`config.mk`:
```
export PLATFORM = sky130hd
export DESIGN_NAME = vram_scanout_flat
export DESIGN_NICKNAME = d
export VERILOG_FILES = /design/src/rtl/psx_video_pkg.sv /design/src/rtl/vram_scanout_if.sv /design/src/rtl/pixel_fifo.sv /design/src/rtl/vram_scanout.sv /design/src/flat_wrapper.sv
export SDC_FILE = /design/constraint.sdc
export NUM_CORES = 1
export LEC_CHECK = 0
export ABC_AREA = 1
export CELL_PAD_IN_SITES_DETAIL_PLACEMENT = 1
export CELL_PAD_IN_SITES_GLOBAL_PLACEMENT = 1
export CORE_UTILIZATION = 44
export CTS_BUF_LIST = sky130_fd_sc_hd__clkbuf_4
export CTS_CLUSTER_SIZE = 40
export DETAILED_ROUTE_END_ITERATION = 7
export HOLD_SLACK_MARGIN = 0.15
export PLACE_DENSITY = 0.72
export SYNTH_ARGS = -nofsm -noshare
export SYNTH_HDL_FRONTEND = slang
export SYNTH_SLANG_ARGS = --single-unit
```
`constraint.sdc`:
```
create_clock -name clk -period 5.7 [get_ports clk]
set_input_delay 0.855 -clock clk [delete_from_list [all_inputs] [get_ports clk]]
set_output_delay 0.855 -clock clk [all_outputs]
set_load 0.02 [all_outputs]
```
`src/rtl/psx_video_pkg.sv`:
```
// Shared types and helpers for the PSX framebuffer video path.
package psx_video_pkg;

    localparam int VRAM_W  = 1024;
    localparam int VRAM_H  = 512;
    localparam int VRAM_XW = $clog2(VRAM_W);
    localparam int VRAM_YW = $clog2(VRAM_H);

    // Raw framebuffer pixel; msb is the mask bit and carries no colour.
    typedef struct packed {
        logic       msb;
        logic [4:0] b;
        logic [4:0] g;
        logic [4:0] r;
    } bgr555_t;

    typedef struct packed {
        logic [7:0] r;
        logic [7:0] g;
        logic [7:0] b;
    } rgb888_t;

    typedef enum logic [1:0] {
        S_IDLE       = 2'd0,
        S_FETCH      = 2'd1,
        S_WAIT_SPACE = 2'd2,
        S_DRAIN      = 2'd3
    } scan_state_t;

    // Replicate the top bits into the low bits so full scale maps to 0xFF.
    function automatic logic [7:0] expand5(input logic [4:0] c);
        return {c, c[4:2]};
    endfunction

    function automatic rgb888_t bgr555_to_rgb888(input bgr555_t px);
        rgb888_t rgb;
        logic    unused_msb;
        unused_msb = px.msb;
        rgb.r = expand5(px.r);
        rgb.g = expand5(px.g);
        rgb.b = expand5(px.b);
        return rgb;
    endfunction

endpackage

```
`src/rtl/vram_scanout_if.sv`:
```
// Memory read port and pixel stream towards the video stage.
interface vram_scanout_if;
    import psx_video_pkg::*;

    logic                         mem_req;
    logic [VRAM_YW+VRAM_XW-1:0]   mem_addr;
    logic                         mem_ack;
    logic [15:0]                  mem_rdata;
    logic [23:0]                  data;
    logic                         en;
    logic                         rdy;

    modport master (
        output mem_req, mem_addr, data, en,
        input  mem_ack, mem_rdata, rdy
    );

    modport slave (
        input  mem_req, mem_addr, data, en,
        output mem_ack, mem_rdata, rdy
    );
endinterface

```
`src/rtl/pixel_fifo.sv`:
```
// Show-ahead pixel buffer: the head entry is visible on rdata whenever not empty.
// DEPTH must be a power of two so the pointers wrap naturally.
module pixel_fifo #(
    parameter int WIDTH = 16,
    parameter int DEPTH = 16
) (
    input  logic                     clk,
    input  logic                     rst,
    input  logic                     push,
    input  logic                     pop,
    input  logic                     flush,
    input  logic [WIDTH-1:0]         wdata,
    output logic [WIDTH-1:0]         rdata,
    output logic [$clog2(DEPTH):0]   count,
    output logic                     full,
    output logic                     empty
);
    localparam int AW = $clog2(DEPTH);

    logic [WIDTH-1:0] mem_r [DEPTH];
    logic [AW-1:0]    wr_ptr_r;
    logic [AW-1:0]    rd_ptr_r;
    logic [AW:0]      count_r;
    logic             do_push_s;
    logic             do_pop_s;

    assign do_push_s = push && !full;
    assign do_pop_s  = pop && !empty;

    assign rdata = mem_r[rd_ptr_r];
    assign count = count_r;
    assign full  = (count_r == (AW+1)'(DEPTH));
    assign empty = (count_r == {(AW+1){1'b0}});

    // Entry storage; contents are don't-care until written.
    always_ff @(posedge clk) begin
        if (do_push_s) begin
            mem_r[wr_ptr_r] <= wdata;
        end
    end

    // Pointer and occupancy bookkeeping; flush empties the buffer in one cycle.
    always_ff @(posedge clk) begin
        if (rst || flush) begin
            wr_ptr_r <= {AW{1'b0}};
            rd_ptr_r <= {AW{1'b0}};
            count_r  <= {(AW+1){1'b0}};
        end else begin
            if (do_push_s) begin
                wr_ptr_r <= wr_ptr_r + AW'(1);
            end
            if (do_pop_s) begin
                rd_ptr_r <= rd_ptr_r + AW'(1);
            end
            case ({do_push_s, do_pop_s})
                2'b10:   count_r <= count_r + (AW+1)'(1);
                2'b01:   count_r <= count_r - (AW+1)'(1);
                default: count_r <= count_r;
            endcase
        end
    end
endmodule

```
`src/rtl/vram_scanout.sv`:
```
// Raster-order fetch of the active display window from VRAM into a pixel
// stream for the video stage, one outstanding read at a time.
module vram_scanout
    import psx_video_pkg::*;
#(
    parameter int H_PIXELS   = 720,
    parameter int V_LINES    = 480,
    parameter int FIFO_DEPTH = 16
) (
    input  logic               clk,
    input  logic               rst,
    input  logic               enable,
    input  logic [VRAM_XW-1:0] disp_x,
    input  logic [VRAM_YW-1:0] disp_y,
    vram_scanout_if.master     bus,
    output logic               frame_done,
    output logic               underflow
);
    localparam int XW = VRAM_XW;
    localparam int YW = VRAM_YW;
    localparam int CW = $clog2(FIFO_DEPTH) + 1;

    scan_state_t       state_r, state_next_s;
    logic              req_r, req_next_s;
    logic [YW+XW-1:0]  addr_r, addr_next_s;
    logic [XW-1:0]     x_cnt_r, x_next_s, adv_x_s, org_x_r, org_x_next_s;
    logic [YW-1:0]     y_cnt_r, y_next_s, adv_y_s, org_y_r, org_y_next_s;
    logic              last_pix_s;
    logic              frame_done_r, frame_done_next_s;
    logic              underflow_r, underflow_next_s;
    logic              popped_r;
    logic              push_s, pop_s, flush_s;
    logic              en_s;
    logic [CW-1:0]     fifo_count_s;
    logic              fifo_full_s, fifo_empty_s;
    bgr555_t           head_s;
    rgb888_t           rgb_s;

    pixel_fifo #(
        .WIDTH (16),
        .DEPTH (FIFO_DEPTH)
    ) u_fifo (
        .clk   (clk),
        .rst   (rst),
        .push  (push_s),
        .pop   (pop_s),
        .flush (flush_s),
        .wdata (bus.mem_rdata),
        .rdata (head_s),
        .count (fifo_count_s),
        .full  (fifo_full_s),
        .empty (fifo_empty_s)
    );

    assign en_s          = !fifo_empty_s;
    assign pop_s         = en_s && bus.rdy;
    assign rgb_s         = bgr555_to_rgb888(head_s);
    assign bus.en        = en_s;
    assign bus.data      = en_s ? rgb_s : 24'h00_0000;
    assign bus.mem_req   = req_r;
    assign bus.mem_addr  = addr_r;
    assign frame_done    = frame_done_r;
    assign underflow     = underflow_r;

    // Raster position following the pixel currently being fetched.
    always_comb begin
        adv_x_s    = x_cnt_r + XW'(1);
        adv_y_s    = y_cnt_r;
        last_pix_s = 1'b0;
        if (x_cnt_r == XW'(H_PIXELS - 1)) begin
            adv_x_s = {XW{1'b0}};
            if (y_cnt_r == YW'(V_LINES - 1)) begin
                adv_y_s    = {YW{1'b0}};
                last_pix_s = 1'b1;
            end else begin
                adv_y_s = y_cnt_r + YW'(1);
            end
        end else begin
            adv_x_s = x_cnt_r + XW'(1);
        end
    end

    // Fetch sequencing: request issue, counter advance, frame restart and flush.
    always_comb begin
        state_next_s      = state_r;
        req_next_s        = req_r;
        addr_next_s       = addr_r;
        x_next_s          = x_cnt_r;
        y_next_s          = y_cnt_r;
        org_x_next_s      = org_x_r;
        org_y_next_s      = org_y_r;
        frame_done_next_s = 1'b0;
        push_s            = 1'b0;
        flush_s           = 1'b0;
        case (state_r)
            S_IDLE: begin
                if (enable) begin
                    state_next_s = S_FETCH;
                    req_next_s   = 1'b1;
                    org_x_next_s = disp_x;
                    org_y_next_s = disp_y;
                    x_next_s     = {XW{1'b0}};
                    y_next_s     = {YW{1'b0}};
                    addr_next_s  = {disp_y, disp_x};
                end else begin
                    state_next_s = S_IDLE;
                end
            end
            S_FETCH: begin
                if (req_r && bus.mem_ack) begin
                    req_next_s = 1'b0;
                    if (enable) begin
                        push_s   = 1'b1;
                        x_next_s = adv_x_s;
                        y_next_s = adv_y_s;
                        if (last_pix_s) begin
                            frame_done_next_s = 1'b1;
                            org_x_next_s      = disp_x;
                            org_y_next_s      = disp_y;
                        end else begin
                            org_x_next_s = org_x_r;
                            org_y_next_s = org_y_r;
                        end
                        addr_next_s = {org_y_next_s + y_next_s, org_x_next_s + x_next_s};
                    end else begin
                        // Ack coincides with disable: the pixel is dropped by the flush.
                        state_next_s = S_IDLE;
                        flush_s      = 1'b1;
                    end
                end else if (req_r) begin
                    if (enable) begin
                        state_next_s = S_FETCH;
                    end else begin
                        state_next_s = S_DRAIN;
                    end
                end else begin
                    if (!enable) begin
                        state_next_s = S_IDLE;
                        flush_s      = 1'b1;
                    end else if (fifo_full_s) begin
                        state_next_s = S_WAIT_SPACE;
                    end else begin
                        req_next_s = 1'b1;
                    end
                end
            end
            S_WAIT_SPACE: begin
                if (!enable) begin
                    state_next_s = S_IDLE;
                    flush_s      = 1'b1;
                end else if (fifo_count_s < CW'(FIFO_DEPTH)) begin
                    state_next_s = S_FETCH;
                    req_next_s   = 1'b1;
                end else begin
                    state_next_s = S_WAIT_SPACE;
                end
            end
            S_DRAIN: begin
                if (bus.mem_ack) begin
                    state_next_s = S_IDLE;
                    req_next_s   = 1'b0;
                    flush_s      = 1'b1;
                end else begin
                    state_next_s = S_DRAIN;
                end
            end
            default: begin
                state_next_s = S_IDLE;
                req_next_s   = 1'b0;
                flush_s      = 1'b1;
            end
        endcase
    end

    // Starvation detect: only counts once the stream has actually started.
    always_comb begin
        underflow_next_s = underflow_r;
        if (bus.rdy && !en_s && (state_r != S_IDLE) && popped_r) begin
            underflow_next_s = 1'b1;
        end else begin
            underflow_next_s = underflow_r;
        end
    end

    // State, request and address registers.
    always_ff @(posedge clk) begin
        if (rst) begin
            state_r      <= S_IDLE;
            req_r        <= 1'b0;
            addr_r       <= {(YW+XW){1'b0}};
            x_cnt_r      <= {XW{1'b0}};
            y_cnt_r      <= {YW{1'b0}};
            org_x_r      <= {XW{1'b0}};
            org_y_r      <= {YW{1'b0}};
            frame_done_r <= 1'b0;
            underflow_r  <= 1'b0;
        end else begin
            state_r      <= state_next_s;
            req_r        <= req_next_s;
            addr_r       <= addr_next_s;
            x_cnt_r      <= x_next_s;
            y_cnt_r      <= y_next_s;
            org_x_r      <= org_x_next_s;
            org_y_r      <= org_y_next_s;
            frame_done_r <= frame_done_next_s;
            underflow_r  <= underflow_next_s;
        end
    end

    // Remember that a pixel has been consumed since the stream (re)started.
    always_ff @(posedge clk) begin
        if (rst || flush_s) begin
            popped_r <= 1'b0;
        end else if (pop_s) begin
            popped_r <= 1'b1;
        end else begin
            popped_r <= popped_r;
        end
    end
endmodule

```
`src/flat_wrapper.sv`:
```
// flat-port wrapper written by rule: the top's interface ports become plain ports
module vram_scanout_flat import psx_video_pkg::*;
#(
    parameter int H_PIXELS   = 720,
    parameter int V_LINES    = 480,
    parameter int FIFO_DEPTH = 16
)
  (clk, rst, enable, disp_x, disp_y, frame_done, underflow, bus_mem_req, bus_mem_addr, bus_data, bus_en, bus_mem_ack, bus_mem_rdata, bus_rdy);
  vram_scanout_if bus_i ();
  input  logic clk;
  input  logic rst;
  input  logic enable;
  input  logic [VRAM_XW-1:0] disp_x;
  input  logic [VRAM_YW-1:0] disp_y;
  output logic frame_done;
  output logic underflow;
  output wire logic [$bits(bus_i.mem_req)-1:0] bus_mem_req;
  output wire logic [$bits(bus_i.mem_addr)-1:0] bus_mem_addr;
  output wire logic [$bits(bus_i.data)-1:0] bus_data;
  output wire logic [$bits(bus_i.en)-1:0] bus_en;
  input wire logic [$bits(bus_i.mem_ack)-1:0] bus_mem_ack;
  input wire logic [$bits(bus_i.mem_rdata)-1:0] bus_mem_rdata;
  input wire logic [$bits(bus_i.rdy)-1:0] bus_rdy;
  assign bus_mem_req = bus_i.mem_req;
  assign bus_mem_addr = bus_i.mem_addr;
  assign bus_data = bus_i.data;
  assign bus_en = bus_i.en;
  assign bus_i.mem_ack = bus_mem_ack;
  assign bus_i.mem_rdata = bus_mem_rdata;
  assign bus_i.rdy = bus_rdy;
  vram_scanout #(.H_PIXELS(H_PIXELS), .V_LINES(V_LINES), .FIFO_DEPTH(FIFO_DEPTH)) u_core (.clk(clk), .rst(rst), .enable(enable), .disp_x(disp_x), .disp_y(disp_y), .bus(bus_i), .frame_done(frame_done), .underflow(underflow));
endmodule
```
* After elaboration in Yosys (flattened, before gate mapping)
Memories as Yosys holds them, arrays and structs flattened. A register that Yosys moved wholly into a read port is not among the register bits.
Index checks and enable logic that the tools add are counted.
** Storage, ports and cells
- Bits in writable memories :: 256
- Bits in latches :: 0
- Bits of input ports :: 40
- Word-level logic and storage cells :: 129
- ROM bits :: 0
- Memories kept :: 1
- Output and inout bits :: 47
- Register bits after elaboration :: 76
** Memory list
- u_core.u_fifo.mem_r :: words 16, width 16, rd ports 1, clocked after memory_dff 1, write ports 1, RTL line pixel_fifo.sv:20 : logic [WIDTH-1:0] mem_r [DEPTH];
** Cells by class
- Equality and inequality tests :: 16
- Magnitude comparators :: 1
- Add/sub/neg operators :: 8
- Muxes and demuxes :: 68
- Reductions and logical operators :: 19
- Multipliers :: 0
- Shift-type cells :: 0
- Div/mod/pow operators :: 0
- Bitwise logic cells :: 3
** Operators by type and width (count)
- 2-to-1 mux 10 bit :: 11
- 2-to-1 mux 9 bit :: 12
- 2-to-1 mux 19 bit :: 3
- case mux 10 bit (2 select lines) :: 2
- case mux 19 bit (2 select lines) :: 1
- case mux 9 bit (2 select lines) :: 2
- 2-to-1 mux 24 bit :: 1
- 2-to-1 mux 1 bit :: 21
- 2-to-1 mux 2 bit :: 9
- adder 10 x 1 -> 10 bit (second input constant) :: 1
- adder 10 bit :: 1
- == test 10 bit (second input constant) :: 1
- case mux 5 bit (2 select lines) :: 1
- adder 9 x 1 -> 9 bit (second input constant) :: 1
- adder 9 bit :: 1
- == test 9 bit (second input constant) :: 1
- adder 4 x 1 -> 4 bit (second input constant) :: 2
- 2-to-1 mux 4 bit :: 2
- != test 2 bit (second input constant) :: 4
- case mux 2 bit (4 select lines) :: 1
- AND reduction 4 bit :: 2
- logical AND 1 bit :: 7
- == test 2 bit (second input constant) :: 3
- nonzero test 2 bit :: 3
- other kinds (17) :: 22

* Longest topological paths before layout
- Word-level depth :: 11
- Depth in mapped cells :: 22
- Gate-level depth less buffers :: 21

* Modules after synthesis
From an unflattened synthesis, not the netlist that was laid out.
** Second synthesis, totals
- Cell total of the unflattened synthesis :: 1442
- Area total of the unflattened synthesis :: 15459.8 um^2
** By module, submodules not included
- pixel_fifo :: area each 11134.4 um^2, cells each 809, sequential area each 8027.7 um^2, instances 1
- vram_scanout :: area each 4325.4 um^2, cells each 633, sequential area each 1261.2 um^2, instances 1

* Worst setup path after synthesis
OpenSTA, ideal clock, no wires.
- Kind :: register to register
- Start :: register u_core.y_cnt_r[0]
- End :: register u_core.addr_r[16] (netlist: u_core.bus.mem_addr[16])
- Clock period less this slack :: 2.911 ns
- Setup slack :: 2.789 ns
- Arrival :: 2.841 ns
- Setup time :: 0.070 ns
- Required time :: 5.630 ns
- Buffers on the path :: 1
- Cell stages (with the launch flop) :: 23
- Cell sequence :: dfxtp_1 > ha_1 > nand2_2 > nor2_4 > nand2_1 > nor2_2 > nand2_4 > buf_2 > nand3_1 > inv_1 > ha_1 > fa_1 > nand2_1 > inv_1 > o21ai_0 > nand2_1 > nand2_1 > nand2_1 > a21oi_1 > nor2_1 > nor2_1 > nand2_1 > a21oi_1
** Between the ends
- Longest elaborated chain between the ends :: 11
- Elaborated cells between the ends (all ways) :: 14
- Classes of those cells :: add/sub (2); eq/ne (1); mux (11)
** RTL lines
- start: declaration :: RTL line vram_scanout.sv:27 : logic [YW-1:0] y_cnt_r, y_next_s, adv_y_s, org_y_r, org_y_next_s;
- start signal: assignment :: RTL line vram_scanout.sv:192 : y_cnt_r <= {YW{1'b0}};
- start signal: assignment :: RTL line vram_scanout.sv:202 : y_cnt_r <= y_next_s;
- == test 9 bit :: RTL line vram_scanout.sv:72 : if (y_cnt_r == YW'(V_LINES - 1)) begin
- 2-to-1 mux 1 bit :: RTL line vram_scanout.sv:72
- 2-to-1 mux 1 bit :: RTL line vram_scanout.sv:70 : if (x_cnt_r == XW'(H_PIXELS - 1)) begin
- 2-to-1 mux 9 bit :: RTL line vram_scanout.sv:116 : if (last_pix_s) begin
- 2-to-1 mux 9 bit :: RTL line vram_scanout.sv:112 : if (enable) begin
- 2-to-1 mux 9 bit :: RTL line vram_scanout.sv:110 : if (req_r && bus.mem_ack) begin
- 2-to-1 mux 9 bit :: RTL line vram_scanout.sv:95 : case (state_r)
- adder 9 bit * :: RTL line vram_scanout.sv:124 : addr_next_s = {org_y_next_s + y_next_s, org_x_next_s + x_next_s};
- 2-to-1 mux 19 bit * :: RTL line vram_scanout.sv:112
- 2-to-1 mux 19 bit * :: RTL line vram_scanout.sv:110
- case mux 19 bit (2 select lines) * :: RTL line vram_scanout.sv:95
- end signal: assignment :: RTL line vram_scanout.sv:190 : addr_r <= {(YW+XW){1'b0}};
- end signal: assignment :: RTL line vram_scanout.sv:200 : addr_r <= addr_next_s;
- end: declaration :: RTL line vram_scanout.sv:25 : logic [YW+XW-1:0] addr_r, addr_next_s;
Every way passes the cells marked *; elsewhere a longest branch is shown, timed or not. The select of a mux whose other input is x is not followed.
A chain may end at the register's enable or synchronous reset.

==> results.cfg <==
[outcome]
status = completed

[power_and_ir_drop]
power_density_nw_per_um2 = 383
netSwitchingFraction_pct = 33.5
pwr-share-clk_pct = 32.1
max-vdd-ir-drop_mv = 0.191
combPwrFrac_pct = 26.2
p_switching_mw = 2.15
sequentialPowerShare_pct = 41.7
cellInternalPower_mw = 4.26
p_leak_nw = 6.12

[grt]
grt_start_max_net_pins = 71
final_global_route_overflow_total = 0
wire_length_of_the_first_global_routing_pass_um = 62200
groute.usage.overall_pct = 24.2
antenna_found_initial = 2
first_global_vias = 11600

[clock_tree]
cts.sink_count = 320
cts_tree = built
postCtsResizedCells = 0
tritoncts.num_buffers = 85
cts-root-to-sink-buffers = 3
post-cts-setup-buffers = 0
clkTransAtPathRegs_ns = 0.06
post_cts_hold_buffer_count = 0
htree_levels = 3
clkLatencyLatePin_ns = 0.75
clockRootBuffer = sky130_fd_sc_hd__clkbuf_4

[final_layout]
mostFrequentLayoutCell = sky130_fd_sc_hd__edfxtp_1
n_fill_cell = 3505
post_route_cells_drive_above_1_share_pct = 15.0
most-common-layout-cells = sky130_fd_sc_hd__edfxtp_1 (240), sky130_fd_sc_hd__nor2_1 (190), sky130_fd_sc_hd__o21ai_0 (184)
area_growth_pct = 17.0
net_total_in_the_final_layout = 1578

[placement]
pre_cts_slack_ns = 1.24
place.detailed.hpwl_um = 23100
gp_routability_congestion = 0.777
io_buffer_count = 85

[yosys]
dominantRegCellSynth = sky130_fd_sc_hd__edfxtp_1
synth.ff_latch_count = 320
seq_area_frac_synth_pct = 61.6
synth_cell_type_count = 51
synthesis.area_um2 = 14300
avgSynthCellArea_um2 = 10.3
synth_async_sr_flop_share_pct = 0
count_of_yosys_warnings_during_synthesis = 0
synth_enable_flop_cells = 240
post_synth_inst_count = 1385
mappedNetlistNets = 1457

[detailed_routing]
detailroute.via_count = 11100
detail_route.wl_per_cell_um = 19.4
detailedRoute.firstIterationViolations = 622
via_per_inst = 5.48
drt_wl_total_um = 39300
detail_route.drc_violations = 0
ant_nets = 0
detail_route.first_pass.iterations = 4

[floorplanning]
core_area_um2 = 31800
core.rowCount = 65
floorplan.die_area_um2 = 33200
die_y_um = 182
floorplan.initialDensity_pct = 45.0
ios = 87
die_w_um = 182

[timing]
fin_tns_setup_ns = 0
worstMarginPinSlew_ns = 1.21
timing.slew.headroom_pct = 19.3
grt_setup_unrepaired = no
maxClockFrequency_mhz = 192
post-route-worst-setup-slack_ns = 0.498
clock-skew-final_ns = 0.0580
period_minus_slack_ns = 5.20
slew_violations = 0
setup_violations = 0
final_hold_viol_count = 0
layout_worst_path_cycle_share_pct = 91.3

[setup_path]
timing.critical_path.to_type = output port
critical_path_class = reg -> out
data_required_time_at_the_worst_endpoint_ns = 4.85
timing.critical_path.fanout_max = 70
timing.critical_path.arrival_ns = 4.35
setup.worst_path.start_class = register

[run]
cap_viol_max_count = 0

[hold_path]
holdCritPathClass = reg -> reg
## registers in the layout (all words and copies together) (netlist names), named ones only
name and flops:
u_core.y_cnt_r 9, u_core.u_fifo.wr_ptr_r 4, u_core.x_cnt_r 10, u_core.frame_done 1, u_core.bus.mem_addr 19, u_core.bus.mem_req 1
u_core.underflow 1, u_core.u_fifo.mem_r 240, u_core.u_fifo.rd_ptr_r 4, u_core.state_r 2, u_core.org_y_r 9, u_core.popped_r 1
u_core.org_x_r 10, u_core.u_fifo.count 5
## final timing paths
kind                     startpoint                endpoint  slack, ns  cells past startpoint
hold / removal     u_core.underflow        u_core.underflow       0.46                      2
hold reg to reg    u_core.underflow        u_core.underflow       0.46                      2
setup reg to reg  u_core.x_cnt_r[0]  u_core.bus.mem_addr[6]       2.19                     17
setup / recovery           register            bus_data[10]       0.50                      9
## cell usage after synthesis (3+ instances only)
cell type	instances	area [µm²]
sky130_fd_sc_hd__o221ai_1	38	333
sky130_fd_sc_hd__buf_4	13	97.6
sky130_fd_sc_hd__nor3_1	5	25.0
sky130_fd_sc_hd__dfxtp_1	80	1600
sky130_fd_sc_hd__nand3_2	3	30.0
sky130_fd_sc_hd__a31oi_1	8	50.1
sky130_fd_sc_hd__buf_1	5	18.8
sky130_fd_sc_hd__o21ai_0	184	921
sky130_fd_sc_hd__ha_1	29	363
sky130_fd_sc_hd__inv_1	74	278
sky130_fd_sc_hd__or2_2	11	68.8
sky130_fd_sc_hd__nand3_1	66	330
sky130_fd_sc_hd__fa_1	3	60.1
sky130_fd_sc_hd__nand2_1	162	608
sky130_fd_sc_hd__o32ai_1	8	70.1
sky130_fd_sc_hd__a21oi_1	86	430
sky130_fd_sc_hd__nand2_2	5	31.3
sky130_fd_sc_hd__a32o_1	5	50.1
sky130_fd_sc_hd__clkbuf_1	49	184
sky130_fd_sc_hd__edfxtp_1	240	7210
sky130_fd_sc_hd__nand4_1	4	25.0
sky130_fd_sc_hd__nor2_2	3	18.8
sky130_fd_sc_hd__inv_2	12	45.0
sky130_fd_sc_hd__nor2_1	202	758
sky130_fd_sc_hd__nor2_4	9	101
sky130_fd_sc_hd__o21a_1	4	30.0
sky130_fd_sc_hd__o21ai_1	6	30.0
sky130_fd_sc_hd__o22ai_1	22	138
sky130_fd_sc_hd__buf_2	12	60.1
sky130_fd_sc_hd__xor2_1	10	87.6
## area by class of cell
type,instances,area (µm²),area share (%)
inverter,87,328,1.96
timing repair buffer,115,1080,6.43
clock buffer,129,968,5.79
clock inverter,30,161,0.965
tap,435,544,3.25
sequential,320,8810,52.7
antenna,6,15.0,0.0898
multi-input combinational,897,4820,28.8
## layer usage
metal  vias to the layer above  global-route usage [%]  part of all wire [%]
li1                       5238                       -                     -
met1                      5481                    29.2                    43
met2                       274                    42.9                    50
met3                        67                    4.75                   5.0
met4                         0                    8.74                   2.2
met5                         -                       0                     0
## power by group through the flow
stage               Sequential [mW]  Clock [mW]  Combinational (mW)
floorplan                      2.67           0                1.11
global placement               2.72           0                1.64
detailed placement             2.72           0                1.68
CTS                            2.67        2.12                1.69
global route                   2.68        2.24                1.83
finish                         2.67        2.06                1.68
## metrics by stage
stage                     hold WS (ns)  util, %  total power, mW  instance area [µm²]  cells
after detailed placement         0.453     49.0             4.40                15600   1854
after global placement           0.440     49.0             4.35                15600   1854
after CTS                        0.465     52.5             6.49                16700   2013
after floorplan                  0.455        -             3.78                14300   1385
final                            0.457     52.6             6.41                16700   2019
after global routing             0.496     52.6             6.76                16700   2018
## logic make-up after synthesis
group,Yosys count,synth area share (%)
xor gates and xnor gates,12,0.735
and+or+nand+nor,478,14.6
AOI/OAI and AO/OA,375,15.2
DFF,320,61.6
adders and majority gates,32,2.96
buffers and inverters,168,4.92
## worst max-delay path, cell delays in order (launching register included)
cell	delay, ns
sky130_fd_sc_hd__dfxtp_4	0.83
sky130_fd_sc_hd__clkinv_2	0.84
sky130_fd_sc_hd__buf_4	0.52
sky130_fd_sc_hd__o21ai_0	0.24
sky130_fd_sc_hd__o22ai_1	0.11
sky130_fd_sc_hd__nor2_1	0.10
sky130_fd_sc_hd__nor2_1	0.05
sky130_fd_sc_hd__o21ai_1	0.14
sky130_fd_sc_hd__a21oi_1	0.13
sky130_fd_sc_hd__clkdlybuf4s50_1	0.60
Power figures use the tool's default switching activity.
